==> src/rtl/mem_ctrl_pkg.sv <==
`default_nettype none
// ============================================================================
// Module   : mem_ctrl_pkg
// Purpose  : Shared types, flag encodings and defaults for the memory access
//            controller (state enum, load/store width codes, legality check).
// Revision : 1.0 - initial release
// ============================================================================
package mem_ctrl_pkg;

  localparam int TIMEOUT_DEFAULT = 16;

  typedef enum logic [1:0] {
    S_IDLE = 2'd0,
    S_REQ  = 2'd1,
    S_DONE = 2'd2
  } state_e;

  // flagLoad encodings
  localparam logic [2:0] LD_WORD   = 3'b000;
  localparam logic [2:0] LD_HALF_S = 3'b001;
  localparam logic [2:0] LD_HALF_U = 3'b010;
  localparam logic [2:0] LD_BYTE_S = 3'b011;
  localparam logic [2:0] LD_BYTE_U = 3'b100;

  // flagStore encodings
  localparam logic [1:0] SD_WORD = 2'b00;
  localparam logic [1:0] SD_HALF = 2'b01;
  localparam logic [1:0] SD_BYTE = 2'b10;

  // Legal width code and natural alignment for a single-strobe access.
  function automatic logic access_ok(input logic       is_read,
                                     input logic [2:0] fl,
                                     input logic [1:0] fs,
                                     input logic [1:0] a);
    logic ok;
    ok = 1'b0;
    if (is_read) begin
      case (fl)
        LD_WORD:              ok = (a == 2'b00);
        LD_HALF_S, LD_HALF_U: ok = ~a[0];
        LD_BYTE_S, LD_BYTE_U: ok = 1'b1;
        default:              ok = 1'b0;
      endcase
    end else begin
      case (fs)
        SD_WORD: ok = (a == 2'b00);
        SD_HALF: ok = ~a[0];
        SD_BYTE: ok = 1'b1;
        default: ok = 1'b0;
      endcase
    end
    return ok;
  endfunction

endpackage
`default_nettype wire

==> src/rtl/mem_access_ctrl_if.sv <==
`default_nettype none
// ============================================================================
// Module   : mem_access_ctrl_if
// Purpose  : Memory request/response bus between the access controller
//            (master) and the data memory (slave).
// Revision : 1.0 - initial release
// ============================================================================
interface mem_access_ctrl_if #(
  parameter int AW = 32
);
  logic          memReq;
  logic          memWe;
  logic [AW-1:0] memAddr;
  logic [31:0]   memWdata;
  logic [3:0]    memBe;
  logic [31:0]   memRdata;
  logic          memAck;

  modport master (
    output memReq, memWe, memAddr, memWdata, memBe,
    input  memRdata, memAck
  );

  modport slave (
    input  memReq, memWe, memAddr, memWdata, memBe,
    output memRdata, memAck
  );
endinterface
`default_nettype wire

==> src/rtl/mem_lane_fmt.sv <==
`default_nettype none
// ============================================================================
// Module   : mem_lane_fmt
// Purpose  : Little-endian lane steering: store byte enables / replicated
//            write data, and load byte/half selection with sign/zero extend.
// Revision : 1.0 - initial release
// ============================================================================
module mem_lane_fmt
  import mem_ctrl_pkg::*;
(
  input  logic        is_read_i,
  input  logic [1:0]  st_addr_i,
  input  logic [1:0]  st_flag_i,
  input  logic [31:0] st_data_i,
  output logic [3:0]  be_o,
  output logic [31:0] wdata_o,
  input  logic [1:0]  ld_addr_i,
  input  logic [2:0]  ld_flag_i,
  input  logic [31:0] ld_rdata_i,
  output logic [31:0] ld_data_o
);

  logic [15:0] w_half;
  logic [7:0]  w_byte;

  // Store side: reads always enable all lanes; writes replicate the datum.
  always_comb begin
    be_o    = 4'b1111;
    wdata_o = 32'h0;
    if (!is_read_i) begin
      case (st_flag_i)
        SD_HALF: begin
          be_o    = st_addr_i[1] ? 4'b1100 : 4'b0011;
          wdata_o = {2{st_data_i[15:0]}};
        end
        SD_BYTE: begin
          be_o    = 4'b0001 << st_addr_i;
          wdata_o = {4{st_data_i[7:0]}};
        end
        default: begin
          be_o    = 4'b1111;
          wdata_o = st_data_i;
        end
      endcase
    end
  end

  // Load side: pick the addressed half/byte and extend to 32 bits.
  always_comb begin
    w_half = ld_addr_i[1] ? ld_rdata_i[31:16] : ld_rdata_i[15:0];
    case (ld_addr_i)
      2'd0:    w_byte = ld_rdata_i[7:0];
      2'd1:    w_byte = ld_rdata_i[15:8];
      2'd2:    w_byte = ld_rdata_i[23:16];
      default: w_byte = ld_rdata_i[31:24];
    endcase
    case (ld_flag_i)
      LD_HALF_S: ld_data_o = {{16{w_half[15]}}, w_half};
      LD_HALF_U: ld_data_o = {16'h0, w_half};
      LD_BYTE_S: ld_data_o = {{24{w_byte[7]}}, w_byte};
      LD_BYTE_U: ld_data_o = {24'h0, w_byte};
      default:   ld_data_o = ld_rdata_i;
    endcase
  end

endmodule
`default_nettype wire

==> src/rtl/mem_access_ctrl.sv <==
`default_nettype none
// ============================================================================
// Module   : mem_access_ctrl
// Purpose  : EX/MEM data-memory access controller. Validates the access,
//            issues one request, waits for ack (bounded by TIMEOUT), formats
//            load data and stalls the pipeline while the access is pending.
// Revision : 1.0 - initial release
// ============================================================================
module mem_access_ctrl
  import mem_ctrl_pkg::*;
#(
  parameter int TIMEOUT = TIMEOUT_DEFAULT,
  parameter int AW      = 32
) (
  input  logic              clk,
  input  logic              reset,
  input  logic              memRead,
  input  logic              memWrite,
  input  logic [AW-1:0]     addr,
  input  logic [31:0]       dataRt,
  input  logic [2:0]        flagLoad,
  input  logic [1:0]        flagStore,
  mem_access_ctrl_if.master bus,
  output logic [31:0]       loadData,
  output logic              stall,
  output logic              accErr
);

  localparam int CW = (TIMEOUT > 1) ? $clog2(TIMEOUT) : 1;

  state_e        state_q;
  logic [CW-1:0] cnt_q;
  logic          memReq_q;
  logic          memWe_q;
  logic [AW-1:0] memAddr_q;
  logic [31:0]   memWdata_q;
  logic [3:0]    memBe_q;
  logic [31:0]   loadData_q;
  logic          accErr_q;
  logic [1:0]    ldAddr_q;
  logic [2:0]    ldFlag_q;

  logic          w_any;
  logic          w_ok;
  logic          w_err;
  logic [3:0]    be_d;
  logic [31:0]   wdata_d;
  logic [31:0]   load_d;

  assign w_any = memRead | memWrite;
  assign w_ok  = (memRead ^ memWrite) &&
                 access_ok(memRead, flagLoad, flagStore, addr[1:0]);
  assign w_err = w_any && !w_ok;

  // Store lanes come from the live inputs (captured on REQ entry); load
  // formatting uses the latched address/flags against the returning word.
  mem_lane_fmt u_lane (
    .is_read_i  (memRead),
    .st_addr_i  (addr[1:0]),
    .st_flag_i  (flagStore),
    .st_data_i  (dataRt),
    .be_o       (be_d),
    .wdata_o    (wdata_d),
    .ld_addr_i  (ldAddr_q),
    .ld_flag_i  (ldFlag_q),
    .ld_rdata_i (bus.memRdata),
    .ld_data_o  (load_d)
  );

  // Pipeline freeze: a valid access in IDLE holds upstream until DONE.
  assign stall = ((state_q == S_IDLE) && w_ok) || (state_q == S_REQ);

  // Access FSM with registered bus, error pulse and load result.
  always_ff @(posedge clk) begin
    if (!reset) begin
      state_q    <= S_IDLE;
      cnt_q      <= '0;
      memReq_q   <= 1'b0;
      memWe_q    <= 1'b0;
      memAddr_q  <= '0;
      memWdata_q <= 32'h0;
      memBe_q    <= 4'h0;
      loadData_q <= 32'h0;
      accErr_q   <= 1'b0;
      ldAddr_q   <= 2'b00;
      ldFlag_q   <= 3'b000;
    end else begin
      accErr_q <= 1'b0;
      case (state_q)
        S_IDLE: begin
          if (w_ok) begin
            state_q    <= S_REQ;
            cnt_q      <= '0;
            memReq_q   <= 1'b1;
            memWe_q    <= memWrite;
            memAddr_q  <= {addr[AW-1:2], 2'b00};
            memBe_q    <= be_d;
            memWdata_q <= wdata_d;
            ldAddr_q   <= addr[1:0];
            ldFlag_q   <= flagLoad;
          end else if (w_err) begin
            accErr_q <= 1'b1;
          end
        end
        S_REQ: begin
          if (bus.memAck || (cnt_q == CW'(TIMEOUT - 1))) begin
            state_q    <= S_DONE;
            memReq_q   <= 1'b0;
            memWe_q    <= 1'b0;
            memAddr_q  <= '0;
            memWdata_q <= 32'h0;
            memBe_q    <= 4'h0;
            if (bus.memAck) begin
              if (!memWe_q) begin
                loadData_q <= load_d;
              end
            end else begin
              accErr_q <= 1'b1;
            end
          end else begin
            cnt_q <= cnt_q + CW'(1);
          end
        end
        S_DONE:  state_q <= S_IDLE;
        default: state_q <= S_IDLE;
      endcase
    end
  end

  assign bus.memReq   = memReq_q;
  assign bus.memWe    = memWe_q;
  assign bus.memAddr  = memAddr_q;
  assign bus.memWdata = memWdata_q;
  assign bus.memBe    = memBe_q;
  assign loadData     = loadData_q;
  assign accErr       = accErr_q;

endmodule
`default_nettype wire
==> src/flat_wrapper.sv <==
// flat-port wrapper written by rule: the top's interface ports become plain ports
module mem_access_ctrl_flat import mem_ctrl_pkg::*;
#(
  parameter int TIMEOUT = TIMEOUT_DEFAULT,
  parameter int AW      = 32
)
  (clk, reset, memRead, memWrite, addr, dataRt, flagLoad, flagStore, loadData, stall, accErr, bus_memReq, bus_memWe, bus_memAddr, bus_memWdata, bus_memBe, bus_memRdata, bus_memAck);
  mem_access_ctrl_if #(.AW(AW)) bus_i ();
  input  logic clk;
  input  logic reset;
  input  logic memRead;
  input  logic memWrite;
  input  logic [AW-1:0] addr;
  input  logic [31:0] dataRt;
  input  logic [2:0] flagLoad;
  input  logic [1:0] flagStore;
  output logic [31:0] loadData;
  output logic stall;
  output logic accErr;
  output wire logic [$bits(bus_i.memReq)-1:0] bus_memReq;
  output wire logic [$bits(bus_i.memWe)-1:0] bus_memWe;
  output wire logic [$bits(bus_i.memAddr)-1:0] bus_memAddr;
  output wire logic [$bits(bus_i.memWdata)-1:0] bus_memWdata;
  output wire logic [$bits(bus_i.memBe)-1:0] bus_memBe;
  input wire logic [$bits(bus_i.memRdata)-1:0] bus_memRdata;
  input wire logic [$bits(bus_i.memAck)-1:0] bus_memAck;
  assign bus_memReq = bus_i.memReq;
  assign bus_memWe = bus_i.memWe;
  assign bus_memAddr = bus_i.memAddr;
  assign bus_memWdata = bus_i.memWdata;
  assign bus_memBe = bus_i.memBe;
  assign bus_i.memRdata = bus_memRdata;
  assign bus_i.memAck = bus_memAck;
  mem_access_ctrl #(.TIMEOUT(TIMEOUT), .AW(AW)) u_core (.clk(clk), .reset(reset), .memRead(memRead), .memWrite(memWrite), .addr(addr), .dataRt(dataRt), .flagLoad(flagLoad), .flagStore(flagStore), .bus(bus_i), .loadData(loadData), .stall(stall), .accErr(accErr));
endmodule
==> config.mk <==
export PLATFORM = sky130hd
export DESIGN_NAME = mem_access_ctrl_flat
export DESIGN_NICKNAME = d
export VERILOG_FILES = /design/src/rtl/mem_ctrl_pkg.sv /design/src/rtl/mem_access_ctrl_if.sv /design/src/rtl/mem_lane_fmt.sv /design/src/rtl/mem_access_ctrl.sv /design/src/flat_wrapper.sv
export SDC_FILE = /design/constraint.sdc
export NUM_CORES = 1
export LEC_CHECK = 0
export BUFFER_PORTS_ARGS = -buffer_cell sky130_fd_sc_hd__buf_2
export CELL_PAD_IN_SITES_DETAIL_PLACEMENT = 1
export CELL_PAD_IN_SITES_GLOBAL_PLACEMENT = 2
export CORE_MARGIN = 4
export CORE_UTILIZATION = 25
export CTS_CLUSTER_DIAMETER = 60
export CTS_CLUSTER_SIZE = 20
export DETAILED_ROUTE_END_ITERATION = 16
export HOLD_SLACK_MARGIN = 0.05
export MAX_ROUTING_LAYER = met4
export PLACE_DENSITY_LB_ADDON = 0.08
export SETUP_SLACK_MARGIN = 0.05
export SYNTH_ARGS = -nofsm -noshare
export SYNTH_HDL_FRONTEND = slang
export SYNTH_SLANG_ARGS = --single-unit
==> constraint.sdc <==
create_clock -name clk -period 1.95 [get_ports clk]
set_input_delay 0.0975 -clock clk [delete_from_list [all_inputs] [get_ports clk]]
set_output_delay 0.0975 -clock clk [all_outputs]
set_load 0.01 [all_outputs]
# Word level (Yosys, flattened, before mapping)
# Index checks and enable logic that the tools add are counted.
[op_classes]
eq_ne = 17
shift = 1
reduce_logical = 19
bitwise = 4
n_addsub = 1
n_mux = 35
[op_table]
columns = ["cell", "n"]
rows = [
  ["one-hot mux 32 bit (2 select lines)", 3],
  ["two-way mux 32 bit", 4],
  ["one-hot mux 32 bit (4 select lines)", 1],
  ["two-way mux 4 bit", 6],
  ["one-hot mux 4 bit (2 select lines)", 3],
  ["one-hot mux 8 bit (3 select lines)", 1],
  ["two-way mux 16 bit", 1],
  ["== test 3 x 2 -> 1 bit (second input constant)", 4],
  ["zero test 2 bit", 4],
  ["two-way mux 1 bit", 8],
  ["== test 2 x 1 -> 1 bit (second input constant)", 3],
  ["== test 3 x 1 -> 1 bit (second input constant)", 2],
  ["== test 3 bit (second input constant)", 2],
  ["one-hot mux 1 bit (2 select lines)", 3],
  ["one-hot mux 1 bit (3 select lines)", 2],
  ["AND reduction 3 bit", 2],
  ["adder 4 x 1 -> 4 bit (second input constant)", 1],
  ["== test 2 bit (second input constant)", 2],
  ["== test 4 bit (second input constant)", 1],
  ["two-way mux 2 bit", 2],
  ["inequality test 2 bit (second input constant)", 2],
  ["one-hot mux 2 bit (2 select lines)", 1],
  ["AND reduction 2 bit", 2],
  ["AND reduction 4 bit", 1],
  ["11 further kinds", 16],
]
[totals]
out_inout_bits = 104
elab_cells = 88
reg_bits = 114
inputBits = 106

# Logic depth before layout (Yosys ltp)
# Gate-level depths: netlist of the first run.
[logic_depth]
word_depth = 10
depth_mapped = 8
ltp_nobuf = 6

# Hierarchy
# A second synthesis of the first run with hierarchy kept.
[unflattened]
hier_cells = 766
area_unflattened_um2 = 6209.7
[modules_own_cells]
columns = ["module", "instances", "area_each_um2", "cells_per_inst"]
rows = [
  ["mem_access_ctrl", 1, 4488.1, 510],
  ["mem_lane_fmt", 1, 1721.7, 256],
]

# Least setup slack after synthesis of the first run
# Ideal clock, no wire load.
[synth_path]
kind = "flip-flop to flip-flop"
start = "register u_core.ldAddr_q[0]"
end = "register u_core.loadData_q[20] (netlist: u_core.loadData[20])"
t_arrival_ns = 1.842
stages_incl_launch_ff = 7
setup_slack_ns = -0.011
setup_ns = 0.119
required_ns = 1.831
period_less_slack_ns = 1.961
path_cell_list = "dfxtp_1 > buf_2 > mux4_2 > mux2_2 > a21oi_2 > buf_4 > a21oi_1"
[synth_between]
elab_chain_len = 3
elab_cells_between_ends = 5
[synth_lines]
columns = ["item", "line", "rtl"]
rows = [
  ["from (decl)", "mem_access_ctrl.sv:40", "logic [1:0] ldAddr_q;"],
  ["from (signal assigned)", "mem_access_ctrl.sv:99", "ldAddr_q <= addr[1:0];"],
  ["== test 2 bit, or another cell as far along", "mem_lane_fmt.sv:51", "case (ld_addr_i)"],
  ["one-hot mux 8 bit (3 select lines) *", "mem_lane_fmt.sv:51", ""],
  ["one-hot mux 32 bit (4 select lines) *", "mem_lane_fmt.sv:57", "case (ld_flag_i)"],
  ["to (signal assigned)", "mem_access_ctrl.sv:115", "loadData_q <= load_d;"],
  ["to (decl)", "mem_access_ctrl.sv:38", "logic [31:0] loadData_q;"],
]
# Mark *: on every way between the ends. The rest lies on a longest branch, timed or not.
# A chain may end at the register's enable or synchronous reset.

# Worst setup path in the final report of the first run
[layout_path]
start = "register u_core.ldAddr_q[0]"
end = "register u_core.loadData_q[22] (netlist: u_core.loadData[22])"
# Same word-level chain as after synthesis.

==> results of run 1 <==
## cell usage in the layout (no fill, tap or decap), drive strengths merged, types with 11 or more instances in the layout
cell / synthesis / routed
buf: 20 / 242
inv: 16 / 20
o21ai: 58 / 58
dfxtp: 112 / 112
nand2: 95 / 95
a22oi: 16 / 16
a32o: 34 / 34
o22ai: 11 / 11
a21oi: 39 / 39
dlygate4sd3: 0 / 74
mux2i: 34 / 34
## where the power goes
part | switching, mW | leakage [nW] | internal [mW] | total, mW
registers | 0.0684 | 0.909 | 2.40 | 2.47
logic | 0.624 | 2.41 | 0.557 | 1.18
clock network | 0.964 | 0.148 | 1.03 | 2.00
total | 1.66 | 3.46 | 3.99 | 5.65
## final cells by class
type,instances,area share (%)
inverter,16,0.7908
multi-input combinational,377,33.76
sequential,112,29.52
antenna,2,0.06590
timing repair buffer,316,27.38
tap,265,4.366
clock inverter,7,1.153
clock buffer,9,2.965
## final timing paths
path,from,slack (ns),endpoint
hold / removal,dataRt[29],0.06,u_core.bus.memWdata[29]
setup / recovery,u_core.ldAddr_q[0],0.16,u_core.loadData[22]
setup reg to reg,u_core.ldAddr_q[0],0.16,u_core.loadData[22]
hold reg to reg,u_core.bus.memWdata[31],0.46,u_core.bus.memWdata[31]
## repair_timing
item,in CTS,in global routing
endpoints found under the hold margin,74,0
hold buffers,74,0
endpoints found under the setup margin,0,24
resized for setup,0,1
setup buffers,0,1
## flip-flops by register name, summed over array words and instances, names as in the netlist, 2 cells and up
register	count
u_core.ldAddr_q	2
u_core.bus.memBe	4
u_core.loadData	32
u_core.bus.memAddr	30
u_core.cnt_q	4
u_core.state_q	2
u_core.ldFlag_q	3
u_core.bus.memWdata	32
## stage by stage
step	utilization, %	instances	power [mW]	hold WS, ns
finish	38.52	1104	5.649	0.05879
global route	38.52	1104	5.936	0.08065
CTS	38.43	1101	5.748	0.05212
detailed placement	33.09	1011	3.603	0.3141
global placement	33.09	1011	3.581	0.3083
floorplan	-	551	3.120	0.2233
## critical path, stage by stage (launching register included)
cell and delay [ns]:
dfxtp_1 0.38, mux4_2 0.54, mux2_2 0.29, a21oi_2 0.16, buf_4 0.22, a21oi_1 0.09
## cell families after synthesis
kind of cell,after synthesis,share of synthesized area [%]
mux,44,10.68
flops,112,44.09
buf+inv,62,5.733
fa+ha+maj,7,1.673
other cells,1,0.07375
compound gates,189,25.74
xor+xnor,3,0.5168
simple gates,132,11.49
## per-layer routing
| layer | wire length (um) | global-route usage, % |
|---|---|---|
| met2 | 9481 | 29.51 |
| met5 | 0 | - |
| met4 | 216 | 4.669 |
| met3 | 1158 | 3.462 |
| met1 | 8911 | 21.40 |
==> metrics.txt, run 1 <==
DRT antenna net count=0; die area=between 0.02 and 0.025 mm^2; Multi-input gate area=0.002564 mm^2; first drt pass iteration count=4; Leakage=roughly 3.5 nW; final setup vio count=0; Max Clock Freq=about 0.56 GHz; largest net degree at the start of global routing=63; Commonest cells post-synth=dfxtp_1 (112), nand2_1 (95), o21ai_0 (55); Mean Syn Cell Area=approximately 9.2 um^2; most frequent cell after synthesis=dfxtp_1; Startpoint Class=flop; Mapped Cells=550; top cell type's share of synthesized area=between 40% and 50%; Worst-Margin Slew=0.6293 ns; clk sink count=around 110; initial antenna violation count=2; CTS tree=yes; vias per cell=just under 5; Area contributors post-synth=dfxtp_1 (44%), nand2_1 (7.0%), a32o_1 (6.7%), mux2i_1 (6.7%), o21ai_0 (5.4%); routed length per instance=17.91 um; period utilization=roughly nine tenths; Final HPWL DP=between 10000 and 15000 um; PD cells=743.9 mW/mm^2; crit path capture type=flop; Rows=51; core area=between 0.015 and 0.02 mm^2; async set-or-reset flop fraction in the synthesized netlist=0%; Placed Area=between 0.006 and 0.007 mm^2; setup_tns=0 ns; Required @ worst endpoint=roughly 2.2 ns; CP Class=flop to flop; I/O Buffers=207; Clk Latency, worst-skew pair=0.36 ns; share of cells above drive strength 1=roughly 33%; DP Worst Slack=between 0.05 and 0.06 ns; GRT overflow=0; worst path arrival time=just over 2 ns; Final Critical Period=between 1.5 and 2 ns; Seq/Total Area, Yosys=between 40 and 50%; H-tree depth=3; fill cell count=around 2300; Post-synth EDFFs=0; Worst Skew=approximately 0.0066 ns; chip height=150.6 um; clock-pin slew on the worst setup and hold paths=roughly 0.080 ns; Vias=~5300; synthesis-stage register bit count=around 110; gr usage total=between 10% and 20%; GP Congestion=roughly 0.81; slew margin rel.=58.05%; FF+latch area=~0.0022 mm^2; CTS Buffer Depth=2; Num CTS Buffers=9; nets=around 940; Starting Density=about a quarter; FF-to-FF path depth=5; Horiz. Die Dim=~150 um; CTS Root Cell=clkbuf_16; Hold Path Class=input pin to flop; dominant cell type by area after synthesis=dfxtp_1; Max Slew Vio Count=0; synthesized area=around 0.0051 mm^2; distinct cell type count after synthesis=53; Ports=210; vias in the first global route=about 5700; Synth Flop Type=dfxtp_1; outcome=completed; Max IR drop VDD=0.4862 mV; max cap viols=0; worst hold stages=3; Finished Cell Area=around 0.0076 mm^2; DR iter-0 viols=100; Max FO, Critical Path=11; Hold Vio Cnt, Final=0; WL final=19770 um; Worst Slack Setup Final=~0.16 ns; first-pass GRT wire length=between 30000 and 40000 um; yosys synthesis warning count=0; residual DRC count=0; unrepaired setup endpoints after global routing=yes; synth-to-layout area growth=49.36%
(Power assumes the default switching activity.)
==> inputs of run 2 (changes only) <==
Settings changed: BUFFER_PORTS_ARGS -buffer_cell sky130_fd_sc_hd__buf_2 to -buffer_cell sky130_fd_sc_hd__buf_4.
==> metrics.txt, run 2 (synthesis gave the netlist of run 1 again) <==
crit path capture type=flop; sw frac=between 20 and 30%; clk sink count=about 110; period utilization=roughly 93%; Final Critical Period=~1.8 ns; I/O Buffers=around 210; initial antenna violation count=0; CP max stage delay=0.54 ns; commonest non-fill, non-tap cell in the layout=buf_4; outcome=completed; gr usage total=between 10% and 20%; Clk Latency, worst-skew pair=between 0.3 and 0.4 ns; H-tree depth=3; Clock power frac=about 34%; flop-to-flop setup slack=approximately 0.15 ns; worst hold stages=3; DR iter-0 viols=between 150 and 200; Worst Skew=~0.012 ns; Internal=4.098 mW; Startpoint Class=input pin; share of cells above drive strength 1=32.78%; die area=0.02268 mm^2; Sw Pwr=about 1.6 mW; met3 Use GR=4.184%; residual DRC count=0; chip height=between 150 and 200 um; Final HPWL DP=about 14000 um; sequence of cells on the critical path=dlygate4sd3_1 -> buf_4 -> mux4_2 -> mux2_2 -> a21oi_2 -> buf_4 -> a21oi_1; worst path arrival time=2.05 ns; slowest stage cell, crit path=dlygate4sd3_1; Num CTS Buffers=9; Max Slew Vio Count=0; WL final=roughly 20000 um; Sequential Power Share=a little over two fifths; core area=approximately 0.02 mm^2; GP Congestion=between 0.8 and 0.9; CTS Buffer Depth=2; final hold slack=about 0.059 ns; PD cells=704.7 mW/mm^2; CTS tree=yes; GRT overflow=0; Hold Vio Cnt, Final=0; first drt pass iteration count=4; Most common cell on crit path=buf_4; Horiz. Die Dim=~150 um; synth-to-layout area growth=59.87%; WHS Endpoint=u_core.bus.memWdata[26]; DRT antenna net count=0; most frequent cells in the layout=buf_4 (236), dfxtp_1 (112), nand2_1 (95); clock-pin slew on the worst setup and hold paths=roughly 0.080 ns; Vias=between 5000 and 6000; setup_tns=0 ns; nets=between 900 and 1000; Leakage=~3.6 nW; Ports=210; Critical R2R Capture=u_core.loadData[26]; Max Clock Freq=~0.55 GHz; Required @ worst endpoint=2.19 ns; Setup Fix Bufs, Post-CTS=0; Worst-Margin Slew=just over 0.6 ns; vias per cell=4.830; slew margin rel.=59.05%; fin util=41.23%; first-pass GRT wire length=approximately 30000 um; final setup vio count=0; Hold Path Class=input pin to flop; max cap viols=0; combinational share of power=between 20% and 30%; FF-to-FF path depth=5; diode count=0; unrepaired setup endpoints after global routing=no; CP Class=input pin to flop; Starting Density=about 26%; Hold Path Origin=dataRt[26]; routed length per instance=about 18 um; met2 Track Usage GR=roughly 29%; Max FO, Critical Path=11; Reg2Reg Launch Point=u_core.ldAddr_q[0]; Rows=between 50 and 60; GR peak layer=met2; largest net degree at the start of global routing=61; CTS Root Cell=clkbuf_16; met1 global-route usage=21.68%; Max IR drop VDD=0.3934 mV; vias in the first global route=5649
run 2: changes by cell type in the layout (fill, tap and decap cells not counted), moves of 2 or more:
cell / delta
inv_8: -2
buf_4: +203
buf_2: -206
clkinvlp_4: -2
dlygate4sd3_1: +5
diode_2: -2
run 2: how the worst max path moves through the flow:
| stage | depth (start not counted) | end | start | slack (ns) |
|---|---|---|---|---|
| finish | 7 | u_core.loadData[26] | bus_memRdata[31] | 0.14 |
| global route | 5 | u_core.loadData[30] | u_core.ldAddr_q[0] | 0.07 |
| CTS | 5 | u_core.loadData[26] | u_core.ldAddr_q[0] | 0.14 |
| detailed placement | 9 | u_core.bus.memWdata[22] | flagStore[0] | 0.05 |
| global placement | 9 | u_core.bus.memAddr[13] | flagStore[0] | 0.10 |
| floorplan | 6 | u_core.loadData[20] | u_core.ldAddr_q[0] | 0.06 |
run 2: what timing repair did:
item	4_1_cts	5_1_grt
resized for setup	0	3
hold endpoints to repair	79	0
setup endpoints to repair	0	43
hold buffers	79	0
run 2: critical path: cells and delay by family:
kind	cells	cell delay, ns
compound gates	2	0.25
buf+inv	3	0.90
mux	2	0.81
run 2: cell type report:
cell class	count	area, um^2
timing repair buffer	318	2623
multi-input combinational	377	2571
inverter	16	60.06
sequential	112	2242
clock inverter	6	72.57
tap	265	331.6
clock buffer	10	229.0
fill	2276	11590
run 2: through the flow:
stage | power (mW) | std cells | setup WS, ns | instance area [um^2]
2_1_floorplan | 3.120 | 551 | 0.06422 | 5091
3_3_place_gp | 3.698 | 1009 | 0.1016 | 7024
3_5_place_dp | 3.720 | 1009 | 0.05368 | 7024
4_1_cts | 5.830 | 1104 | 0.1415 | 8117
5_1_grt | 6.027 | 1104 | 0.06523 | 8129
6_report | 5.729 | 1104 | 0.1364 | 8129
run 2: routing by layer:
metal	share of wire (%)	routed length [um]	vias to the layer above
met4	0.74	146	0
met2	49	9723	156
li1	-	-	2590
met3	6.2	1224	7
met1	44	8764	2579
met5	0	0	-
run 2: power groups by stage:
| stage | registers, mW | logic (mW) | clock network (mW) |
|---|---|---|---|
| 2_1_floorplan | 2.57 | 0.553 | 0 |
| 3_3_place_gp | 2.53 | 1.17 | 0 |
| 3_5_place_dp | 2.53 | 1.19 | 0 |
| 4_1_cts | 2.48 | 1.32 | 2.03 |
| 5_1_grt | 2.50 | 1.42 | 2.11 |
| 6_report | 2.48 | 1.30 | 1.95 |
==> inputs of run 3 (changes only) <==
Settings changed: ABC_AREA from default to 1, CORE_UTILIZATION 25 to 24, GPL_TIMING_DRIVEN from default to 1.
==> metrics.txt, run 3 <==
distinct cell type count after synthesis=37; final hold slack=just under 0.06 ns; most frequent cells in the layout=buf_4 (226), nand2_1 (199), dfxtp_1 (112); dominant cell type by area after synthesis=dfxtp_1; slowest stage cell, crit path=dfxtp_1; top cell type's share of synthesized area=between 40 and 50%; period utilization=between 90% and 100%; final setup vio count=0; clk sink count=around 110; max cap viols=0; I/O Buffers=just over 200; chip height=159.9 um; share of cells above drive strength 1=28.69%; Rows=between 50 and 60; Num CTS Buffers=9; residual DRC count=0; Ports=210; top sig layer=met4; CTS Root Cell=clkbuf_16; flop-to-flop setup slack=between 0.1 and 0.15 ns; Commonest cells post-synth=nand2_1 (199), dfxtp_1 (112), a21oi_1 (93); Area contributors post-synth=dfxtp_1 (40%), nand2_1 (13%), a21oi_1 (8.4%), o21ai_0 (6.2%), nand3_1 (5.4%); Max FO, Critical Path=10; Final HPWL DP=about 16000 um; Mean Syn Cell Area=about 7.3 um^2; Horiz. Die Dim=between 150 and 200 um; vias in the first global route=approximately 6500; first drt pass iteration count=4; Max Clock Freq=0.5537 GHz; die area=0.02557 mm^2; Mapped Cells=758; Synth Flop Type=dfxtp_1; CTS tree=yes; crit path capture type=flop; DRT antenna net count=0; outcome=completed; initial antenna violation count=0; Hold Path Origin=dataRt[1]; Required @ worst endpoint=roughly 2.2 ns; synthesized area=approximately 0.0055 mm^2; nets=around 1100; gr usage total=between 10% and 20%; Post-synth EDFFs=0; synth-to-layout area growth=47.54%; unrepaired setup endpoints after global routing=no; Final Critical Period=about 1.8 ns; Vias=6086; WL final=approximately 22000 um; Buf+Inv Stages, Crit Path=2; commonest non-fill, non-tap cell in the layout=buf_4; Starting Density=24.46%; Hold Vio Cnt, Final=0; Seq/Total Area, Yosys=~40%; met2 WL=between 10000 and 15000 um; PD cells=roughly 760 mW/mm^2; setup_tns=0 ns; GRT overflow=0; Reg2Reg Launch Point=u_core.ldAddr_q[1]; routed length per instance=about 17 um; crit path from=u_core.ldAddr_q[1]; clock-pin slew on the worst setup and hold paths=~0.070 ns; DR WL met3=roughly 1100 um; Max IR drop VDD=about 0.37 mV; yosys synthesis warning count=0; diode count=0; fill cell count=around 2800; Metal-1 WL=9753 um; Leakage=around 3.6 nW; Worst Skew=around 0.016 ns; synthesis-stage register bit count=around 110; Hold Path Class=input pin to flop; critical path's top delay family=flip-flops; Most common cell on crit path=nor2_1; sequence of cells on the critical path=inv_1 -> buf_4 -> nor2_1 -> nor2_4 -> a211oi_1 -> nor2_1; core area=~0.023 mm^2; worst path arrival time=2.04 ns; Startpoint Class=flop; CP Class=flop to flop; GP Congestion=around 0.80; FF+latch area=between 0.002 and 0.0025 mm^2; Clk Latency, worst-skew pair=approximately 0.36 ns; CTS Buffer Depth=2; most frequent cell after synthesis=nand2_1; vias per cell=between 4 and 5; CP max stage delay=0.57 ns; largest net degree at the start of global routing=a little under 50; Max Slew Vio Count=0; first-pass GRT wire length=between 30000 and 40000 um; async set-or-reset flop fraction in the synthesized netlist=0%; Multi-input gate area=roughly 0.0029 mm^2; H-tree depth=3; DR iter-0 viols=199
run 3: metal layers:
layer,vias up,global-route usage (%)
met1,2906,20.69
met2,143,29.26
met3,13,4.542
met5,-,-
met4,0,3.442
li1,3024,-
run 3: final timing paths:
kind / to / cells past startpoint
max reg2reg: u_core.loadData[7] / 6
min reg2reg: u_core.bus.memWdata[8] / 2
max: u_core.loadData[7] / 6
min: u_core.bus.memWdata[1] / 3
run 3: repair_timing:
| action | 4_1_cts | 5_1_grt |
|---|---|---|
| endpoints found under the setup margin | 8 | 31 |
| pin swaps | 1 | 0 |
| setup buffers | 1 | 0 |
| hold buffers | 52 | 0 |
| resized for setup | 0 | 3 |
| endpoints found under the hold margin | 52 | 0 |
run 3: cell type report:
cell class	instances	area share, %
clock buffer	12	2.894
clock inverter	4	0.3522
inverter	34	1.562
multi-input combinational	558	34.89
sequential	112	27.44
tap	285	4.364
timing repair buffer	284	28.50
run 3: worst min-delay path: stages:
cell     delay [ns]
buf_4          0.13
nand2_1        0.07
a21oi_1        0.06
run 3: kinds of logic after synthesis:
group | Yosys count | synth area share, %
buffers and inverters | 89 | 8.269
adders and majority gates | 6 | 1.356
AOI/OAI and AO/OA | 224 | 23.88
other | 1 | 0.06772
DFF | 112 | 40.49
and+or+nand+nor | 321 | 25.03
muxes | 5 | 0.9038
run 3: per-stage QoR:
step | area (um^2) | std cells | util, % | setup slack [ns] | power (mW)
2_1_floorplan | 5542 | 759 | - | 0.3587 | 3.626
3_3_place_gp | 7352 | 1220 | 32.47 | 0.1414 | 4.351
3_5_place_dp | 7352 | 1220 | 32.47 | -0.02538 | 4.392
4_1_cts | 8158 | 1289 | 36.03 | 0.09199 | 6.307
5_1_grt | 8170 | 1289 | 36.09 | 0.05319 | 6.570
6_report | 8170 | 1289 | 36.09 | 0.1440 | 6.181
run 3: power by group:
group	leakage (nW)	internal [mW]	total [mW]	switching (mW)
Combinational	2.55	0.796	1.81	1.02
Clock	0.123	0.875	1.78	0.904
Sequential	0.914	2.47	2.59	0.119
